===== config.mk =====
export PLATFORM = sky130hd
export DESIGN_NAME = arb_mux
export DESIGN_NICKNAME = d
export VERILOG_FILES = /design/src/rtl/mux_pkg.sv /design/src/rtl/rr_pick.sv /design/src/rtl/arb_mux.sv
export SDC_FILE = /design/constraint.sdc
export NUM_CORES = 1
export LEC_CHECK = 0
export ABC_AREA = 1
export ABC_CLOCK_PERIOD_IN_PS = 1500
export CORE_ASPECT_RATIO = 1.4
export CORE_MARGIN = 10
export CORE_UTILIZATION = 34
export DETAILED_ROUTE_END_ITERATION = 16
export PLACE_DENSITY_LB_ADDON = 0.12
export SLEW_MARGIN = 20
export SYNTH_ARGS = -nofsm -noshare
export SYNTH_HDL_FRONTEND = slang
export SYNTH_SLANG_ARGS = --single-unit

===== constraint.sdc =====
create_clock -name clk -period 1.5 [get_ports clk]
set_input_delay 0.225 -clock clk [delete_from_list [all_inputs] [get_ports clk]]
set_output_delay 0.225 -clock clk [all_outputs]
set_load 0.05 [all_outputs]

===== src/rtl/mux_pkg.sv =====
// Shared definitions for the arbitrating output-register mux.
package mux_pkg;

    // Channel selection policy.
    typedef enum logic {
        MODE_SEL = 1'b0,
        MODE_RR  = 1'b1
    } mode_e;

    localparam int unsigned DEFAULT_N = 4;
    localparam int unsigned DEFAULT_W = 32;

endpackage


===== src/rtl/rr_pick.sv =====
// Combinational round-robin picker: first requester after ptr, wrapping at N-1.
module rr_pick
    import mux_pkg::*;
#(
    parameter int unsigned  N  = DEFAULT_N,
    localparam int unsigned SW = $clog2(N)
) (
    input  logic [N-1:0]  req,
    input  logic [SW-1:0] ptr,
    output logic [SW-1:0] sel,
    output logic          any
);

    // One extra bit so ptr + offset never overflows before the wrap.
    logic [SW:0] idx;

    // Scan offsets N..1 so the smallest offset with a request wins.
    always_comb begin
        sel = '0;
        any = 1'b0;
        idx = '0;
        for (int j = int'(N); j >= 1; j--) begin
            idx = {1'b0, ptr} + (SW + 1)'(j);
            if (idx >= (SW + 1)'(N)) begin
                idx = idx - (SW + 1)'(N);
            end
            if (req[idx[SW-1:0]]) begin
                sel = idx[SW-1:0];
                any = 1'b1;
            end
        end
    end

endmodule


===== src/rtl/arb_mux.sv =====
// N-to-1 mux into a single-entry output register, select- or round-robin-driven.
module arb_mux
    import mux_pkg::*;
#(
    parameter int unsigned  N    = DEFAULT_N,
    parameter int unsigned  W    = DEFAULT_W,
    parameter mode_e        MODE = MODE_SEL,
    localparam int unsigned SW   = $clog2(N)
) (
    input  logic                clk,
    input  logic                rst,
    input  logic [SW-1:0]       s,
    input  logic [N-1:0]        in_valid,
    input  logic [N-1:0][W-1:0] in_data,
    output logic [N-1:0]        in_ready,
    output logic                out_valid,
    output logic [W-1:0]        out_data,
    output logic [SW-1:0]       out_ch,
    input  logic                out_ready
);

    logic          out_valid_q;
    logic [W-1:0]  out_data_q;
    logic [SW-1:0] out_ch_q;

    logic          load;
    logic          grant;
    logic [SW-1:0] sel;
    logic [W-1:0]  sel_data;

    assign load = !out_valid_q || out_ready;

    if (MODE == MODE_RR) begin : g_rr
        logic [SW-1:0] ptr_q;
        logic          unused_s;

        assign unused_s = ^s;

        rr_pick #(
            .N (N)
        ) u_rr_pick (
            .req (in_valid),
            .ptr (ptr_q),
            .sel (sel),
            .any (grant)
        );

        // Pointer moves only on an accepted transfer; reset gives channel 0 priority.
        always_ff @(posedge clk or negedge rst) begin
            if (!rst) begin
                ptr_q <= SW'(N - 1);
            end else if (load && grant) begin
                ptr_q <= sel;
            end
        end
    end else begin : g_sel
        // Zero-padded request vector makes selects >= N read as "no request".
        logic [(1 << SW)-1:0] valid_ext;

        // Pad in_valid up to the full select range.
        always_comb begin
            valid_ext          = '0;
            valid_ext[N-1:0]   = in_valid;
        end

        assign sel   = s;
        assign grant = valid_ext[s];
    end

    // Data mux and one-hot accept; in_ready is held low while in reset.
    always_comb begin
        sel_data = '0;
        in_ready = '0;
        for (int i = 0; i < int'(N); i++) begin
            if (sel == SW'(i)) begin
                sel_data    = in_data[i];
                in_ready[i] = rst && load && grant;
            end
        end
    end

    // Output register: load on transfer, empty when free with nothing granted.
    always_ff @(posedge clk or negedge rst) begin
        if (!rst) begin
            out_valid_q <= 1'b0;
            out_data_q  <= '0;
            out_ch_q    <= '0;
        end else if (load) begin
            if (grant) begin
                out_valid_q <= 1'b1;
                out_data_q  <= sel_data;
                out_ch_q    <= sel;
            end else begin
                out_valid_q <= 1'b0;
            end
        end
    end

    assign out_valid = out_valid_q;
    assign out_data  = out_data_q;
    assign out_ch    = out_ch_q;

endmodule


==> flow_metrics.env, run 1 <==
export IMPL_cts_root_buf="clkbuf_8"
export IMPL_grt_max_degree=37
export IMPL_path_delay_family="flip-flops"
export IMPL_p_total_mw=4.24
export IMPL_hpwl_um=7870
export IMPL_dpl_cell_area_um2=4290
export IMPL_ys_seq_elements=35
export IMPL_gr_total_overflow=0
export IMPL_rsz0062_at_grt="true"
export IMPL_slew_headroom=0.696
export IMPL_postSynthCellCount=357
export IMPL_die_w_um=89.8
export IMPL_clock_sinks=35
export IMPL_area_growth_pct=90.0
export IMPL_grt_pass1_vias=2977
export IMPL_synth_nets=494
export IMPL_core_um2=6610
export IMPL_endpoint_kind="output port"
export IMPL_vias=2901
export IMPL_antennaDiodeCount=0
export IMPL_layout_nets=675
export IMPL_synth_top_cell_by_area="dfrtp_1"
export IMPL_async_reset_ff_frac=1.00
export IMPL_yosys_warnings=0
export IMPL_whs_ns=0.0290
export IMPL_cts_tree="built"
export IMPL_clock_latency_ns=0.28
export IMPL_yosys_area_top_type_share=0.378
export IMPL_cap_violations=0
export IMPL_cp_max_fo=4
export IMPL_routed_wl_um=9650
export IMPL_crit_chain="inv_2 -> nor2_2 -> inv_2 -> nand3_4 -> nor2_4 -> buf_12"
export IMPL_outcome="finished clean"
export IMPL_period_minus_slack_ns=1.48
export IMPL_synthFlopType="dfrtp_1"
export IMPL_setup_violations_final=0
export IMPL_numCtsBuffers=5
export IMPL_synth_edf_count=0
export IMPL_post_route_drc_count=0
export IMPL_crit_type="flop to output port"
export IMPL_p_leak_nw=2.04
export IMPL_dieArea_um2=10600
export IMPL_netlist_top_cells_count="nand2_1, nand3_1, dfrtp_1"
export IMPL_gp_congestion=0.768
export IMPL_drtIter0Drc=170
export IMPL_multi_input_area_um2=1310
export IMPL_grt_first_pass_wirelength_um=15600
export IMPL_syn_area_um2=2320
export IMPL_fp_row_count=35
export IMPL_fillers=612
export IMPL_period_share=0.985
export IMPL_antenna_found_initial=0
export IMPL_yosysSeqAreaShare=0.378
export IMPL_firstDrtPassIters=4
export IMPL_crit_top_cell="inv_2"
export IMPL_die_height_um=118
export IMPL_required_ns=1.27
export IMPL_viasPerCell=4.60
export IMPL_stdcell_area_um2=4400
export IMPL_regArea_um2=877
export IMPL_track_usage=0.176
export IMPL_wl_per_cell_um=15.3
export IMPL_synth_most_common_cell="nand2_1"
export IMPL_fmax_mhz=677
export IMPL_ant_nets=0
export IMPL_cp_slowest_stage_delay_ns=0.42
export IMPL_placement_io_buffers=175
export IMPL_synth_area_leaders="dfrtp_1, nand2_1, nand4_1"
export IMPL_drive_above_1_share=0.163
export IMPL_ir_worst_vdd_mv=0.512
export IMPL_hold_violations=0
export IMPL_syn_area_per_cell_um2=6.49
export IMPL_powerDensity_nw_per_um2=963
export IMPL_path_clk_slew_ns=0.06
export IMPL_worst_slew_pin_slew_ns=0.457
export IMPL_hold_buffers=0
export IMPL_worst_setup_path_start_kind="flop"
export IMPL_final_max_slew_violation_count=0
export IMPL_start_util=0.350
export IMPL_cts_max_path_buffers=2
export IMPL_critPathArrivalTime_ns=1.25
export IMPL_io_pins=176
export IMPL_ys_types=17
export IMPL_hold_class="input port to asynchronous set/reset pin"
export IMPL_slowest_stage="dfrtp_2"
export IMPL_finClkSkew_ns=0.00743
export IMPL_path_buf_inv=3
export IMPL_h_tree_depth=2
export IMPL_utilization=0.665
-- routing by layer --
metal,global-route usage,wire (µm),up-vias
li1,-,-,1513
met1,0.192,3740,1292
met2,0.326,5260,89
met3,0.0485,549,7
met4,0.0406,100,0
met5,0,0,-
-- sequential cells by signal, indices dropped and copies added (netlist names) --
| register | cells |
|---|---|
| out_ch | 2 |
| out_valid | 1 |
| out_data | 32 |
-- metrics by stage --
step	instances	worst slack, ns	setup TNS (ns)
finish	631	0.0224	0
global route	631	-0.0507	-0.187
CTS	631	0.00735	0
detailed placement	620	-0.281	-9.32
global placement	620	-0.265	-8.04
floorplan	357	0.0503	0
-- cells by family (layout without fill, tap and decap cells) --
family | Yosys count | in the layout | synth area share
buffers and inverters | 31 | 213 | 0.0800
DFF | 35 | 35 | 0.378
and+or+nand+nor | 291 | 291 | 0.542
-- what timing repair did --
action / in CTS / in global routing
setup endpoints to repair: 4 / 33
pin swaps: 3 / 0
gates resized for setup: 7 / 1
buffers inserted: 3 / 0
cloned: 0 / 0
-- cell type report --
type	count	area share
timing repair buffer	198	0.451
multi-input combinational	291	0.297
sequential	35	0.199
tap	92	0.0262
clock buffer	6	0.0165
inverter	7	0.00654
clock inverter	2	0.00284
-- worst paths after layout --
path	endpoint	depth (start not counted)	start	slack, ns
max	in_ready[0]	6	out_valid	0.02
min	out_valid	2	rst	0.03
min in group clk	out_valid	5	in_valid[0]	0.45
min reg2reg	out_ch[0]	2	out_ch[0]	0.47
max reg2reg	out_data[7]	8	out_valid	0.21
max in group asynchronous	out_valid	2	rst	1.14
-- cells in the final DEF, fill, tap and decap left out --
cell	instances
nand2_1	210
clkdlybuf4s50_1	129
buf_4	48
nand3_1	37
dfrtp_1	34
nand4_1	32
buf_12	14
nor2_4	7
clkbuf_8	5
dlygate4sd2_1	5
inv_1	3
inv_2	3
nor2_2	2
buf_2	2
inv_4	1
nand2_2	1
nand3_4	1
nand2_8	1
clkinvlp_4	1
clkinv_2	1
clkbuf_1	1
dfrtp_2	1
-- where the power goes --
part / internal (mW) / total (mW) / switching [mW]
clock: 0.324 / 0.662 / 0.338
sequential: 1.16 / 1.31 / 0.143
combinational: 0.909 / 2.27 / 1.36
(Power assumes the default switching activity.)
==> run 2, diff against run 1 <==
--- a/config.mk
+++ b/config.mk
@@ -9,7 +9,7 @@
 export ABC_CLOCK_PERIOD_IN_PS = 1500
 export CORE_ASPECT_RATIO = 1.4
 export CORE_MARGIN = 10
-export CORE_UTILIZATION = 34
+export CORE_UTILIZATION = 23
 export DETAILED_ROUTE_END_ITERATION = 16
 export PLACE_DENSITY_LB_ADDON = 0.12
 export SLEW_MARGIN = 20
==> run 2 against run 1 <==
  * Largest power group unchanged
  * Power is 8.5% higher
  * Worst hold slack better by 0.0085 ns
  * Register-to-register slack got worse by 0.02 ns
  * Critical endpoint is now in_ready[2]
  * Combinational power increased by 2%
  * Non-clock buffer count is 2 lower
  * Routed wire length grew 9.2%
  * Sequential power about the same
  * Final cell count rose by 6.8%
==> flow_metrics.env, run 2 (synthesis results as in run 1) <==
export IMPL_cp_slowest_stage_delay_ns=0.40
export IMPL_final_max_slew_violation_count=0
export IMPL_path_buf_inv=3
export IMPL_io_pins=176
export IMPL_layoutNonFillerInstCount=674
export IMPL_cp_max_fo=4
export IMPL_endpoint_kind="output port"
export IMPL_die_height_um=139
export IMPL_layout_nets=674
export IMPL_dieArea_um2=14500
export IMPL_cts_max_path_buffers=2
export IMPL_wl_per_cell_um=15.6
export IMPL_hold_buffers=0
export IMPL_cts_root_buf="clkbuf_16"
export IMPL_hpwl_um=8380
export IMPL_rsz0062_at_grt="true"
export IMPL_p_leak_nw=2.08
export IMPL_path_clk_slew_ns=0.05
export IMPL_ant_nets=0
export IMPL_placement_io_buffers=175
export IMPL_grt_max_degree=36
export IMPL_fmax_mhz=671
export IMPL_drtIter0Drc=95
export IMPL_gp_congestion=0.734
export IMPL_p_total_mw=4.60
export IMPL_dp_slack_ns=-0.582
export IMPL_worst_slew_pin_slew_ns=0.464
export IMPL_viasPerCell=4.40
export IMPL_crit_chain="inv_2 -> nor2_4 -> inv_2 -> nand3_4 -> nor2_4 -> buf_12"
export IMPL_dp_cells=661
export IMPL_layout_commonest_cell="nand2_1"
export IMPL_multi_input_area_um2=1320
export IMPL_finClkSkew_ns=0.00303
export IMPL_largest_register_ffs=32
export IMPL_h_tree_depth=2
export IMPL_period_share=0.993
export IMPL_die_w_um=105
export IMPL_slowest_stage="dfrtp_2"
export IMPL_regArea_um2=877
export IMPL_ir_worst_vdd_mv=0.434
export IMPL_grt_first_pass_wirelength_um=16500
export IMPL_crit_type="flop to output port"
export IMPL_antenna_found_initial=1
export IMPL_setup_violations_final=0
export IMPL_cap_violations=0
export IMPL_drive_above_1_share=0.162
export IMPL_grt_pass1_vias=3092
export IMPL_track_usage=0.140
export IMPL_start_util=0.234
export IMPL_post_route_drc_count=0
export IMPL_period_minus_slack_ns=1.49
export IMPL_path_delay_family="flip-flops"
export IMPL_hold_violations=0
export IMPL_fp_row_count=43
export IMPL_outcome="finished clean"
export IMPL_finalSetupTns_ns=0
export IMPL_routed_wl_um=10500
export IMPL_final_setup_worst_slack_ns=0.0105
export IMPL_gr_total_overflow=0
export IMPL_worst_setup_path_start_kind="flop"
export IMPL_clock_sinks=35
export IMPL_required_ns=1.27
export IMPL_fillers=1059
export IMPL_final_cell_mix="nand2_1, clkdlybuf4s50_1, buf_4"
export IMPL_area_growth_pct=95.1
export IMPL_vias=2965
export IMPL_slew_headroom=0.691
export IMPL_clock_latency_ns=0.27
export IMPL_cts_tree="built"
export IMPL_firstDrtPassIters=4
export IMPL_powerDensity_nw_per_um2=1020
export IMPL_core_um2=9900
export IMPL_numCtsBuffers=5
export IMPL_critPathArrivalTime_ns=1.26
export IMPL_hold_class="input port to asynchronous set/reset pin"
## run 2: cell types whose count changed in the layout (fill, tap and decap cells not counted), moves of 2 or more
cell and change:
clkbuf_16 +5, clkbuf_8 -5, buf_4 -3, nor2_4 +2
## run 2: per-layer routing
| layer | up-vias | global-route usage | wire length [µm] |
|---|---|---|---|
| li1 | 1510 | - | - |
| met1 | 1343 | 0.150 | 3990 |
| met2 | 108 | 0.257 | 5700 |
| met3 | 4 | 0.0460 | 737 |
| met4 | 0 | 0.0297 | 100 |
| met5 | - | 0 | 0 |
## run 2: timing repair
item                                   in CTS  in global routing
endpoints found under the hold margin       0                  0
setup endpoints to repair                  36                 36
pin swaps                                   4                  2
setup buffers                               2                  1
resized for setup                          12                  3
cloned                                      0                  1
## run 2: path summary, 6_finish.rpt
kind	depth (start not counted)	endpoint	slack [ns]	from
min reg2reg	2	out_data[1]	0.48	out_data[1]
max	6	in_ready[2]	0.01	out_valid
max reg2reg	9	out_data[25]	0.19	out_valid
min	2	out_data[7]	0.04	rst
min in group clk	5	out_valid	0.47	in_valid[0]
max in group asynchronous	2	out_valid	1.12	rst
## run 2: through the flow
stage,hold WS (ns),util,area (µm²)
2_1_floorplan,-0.0706,-,2360
3_3_place_gp,0.352,0.437,4330
3_5_place_dp,0.360,0.437,4330
4_1_cts,0.0659,0.454,4490
5_1_grt,0.0969,0.457,4520
6_report,0.0376,0.457,4520
## run 2: final cells by class
cell class | count | share of cell area
timing repair buffer | 196 | 0.440
multi-input combinational | 292 | 0.291
sequential | 35 | 0.194
tap | 135 | 0.0374
clock buffer | 7 | 0.0293
inverter | 7 | 0.00637
clock inverter | 1 | 0.00111
antenna | 1 | 0.000554
## run 2: where the power goes
group          switching [mW]  leakage [nW]  internal, mW
clock network           0.357        0.0679         0.613
registers               0.142         0.436          1.16
logic                    1.38          1.57         0.946
total                    1.88          2.08          2.72
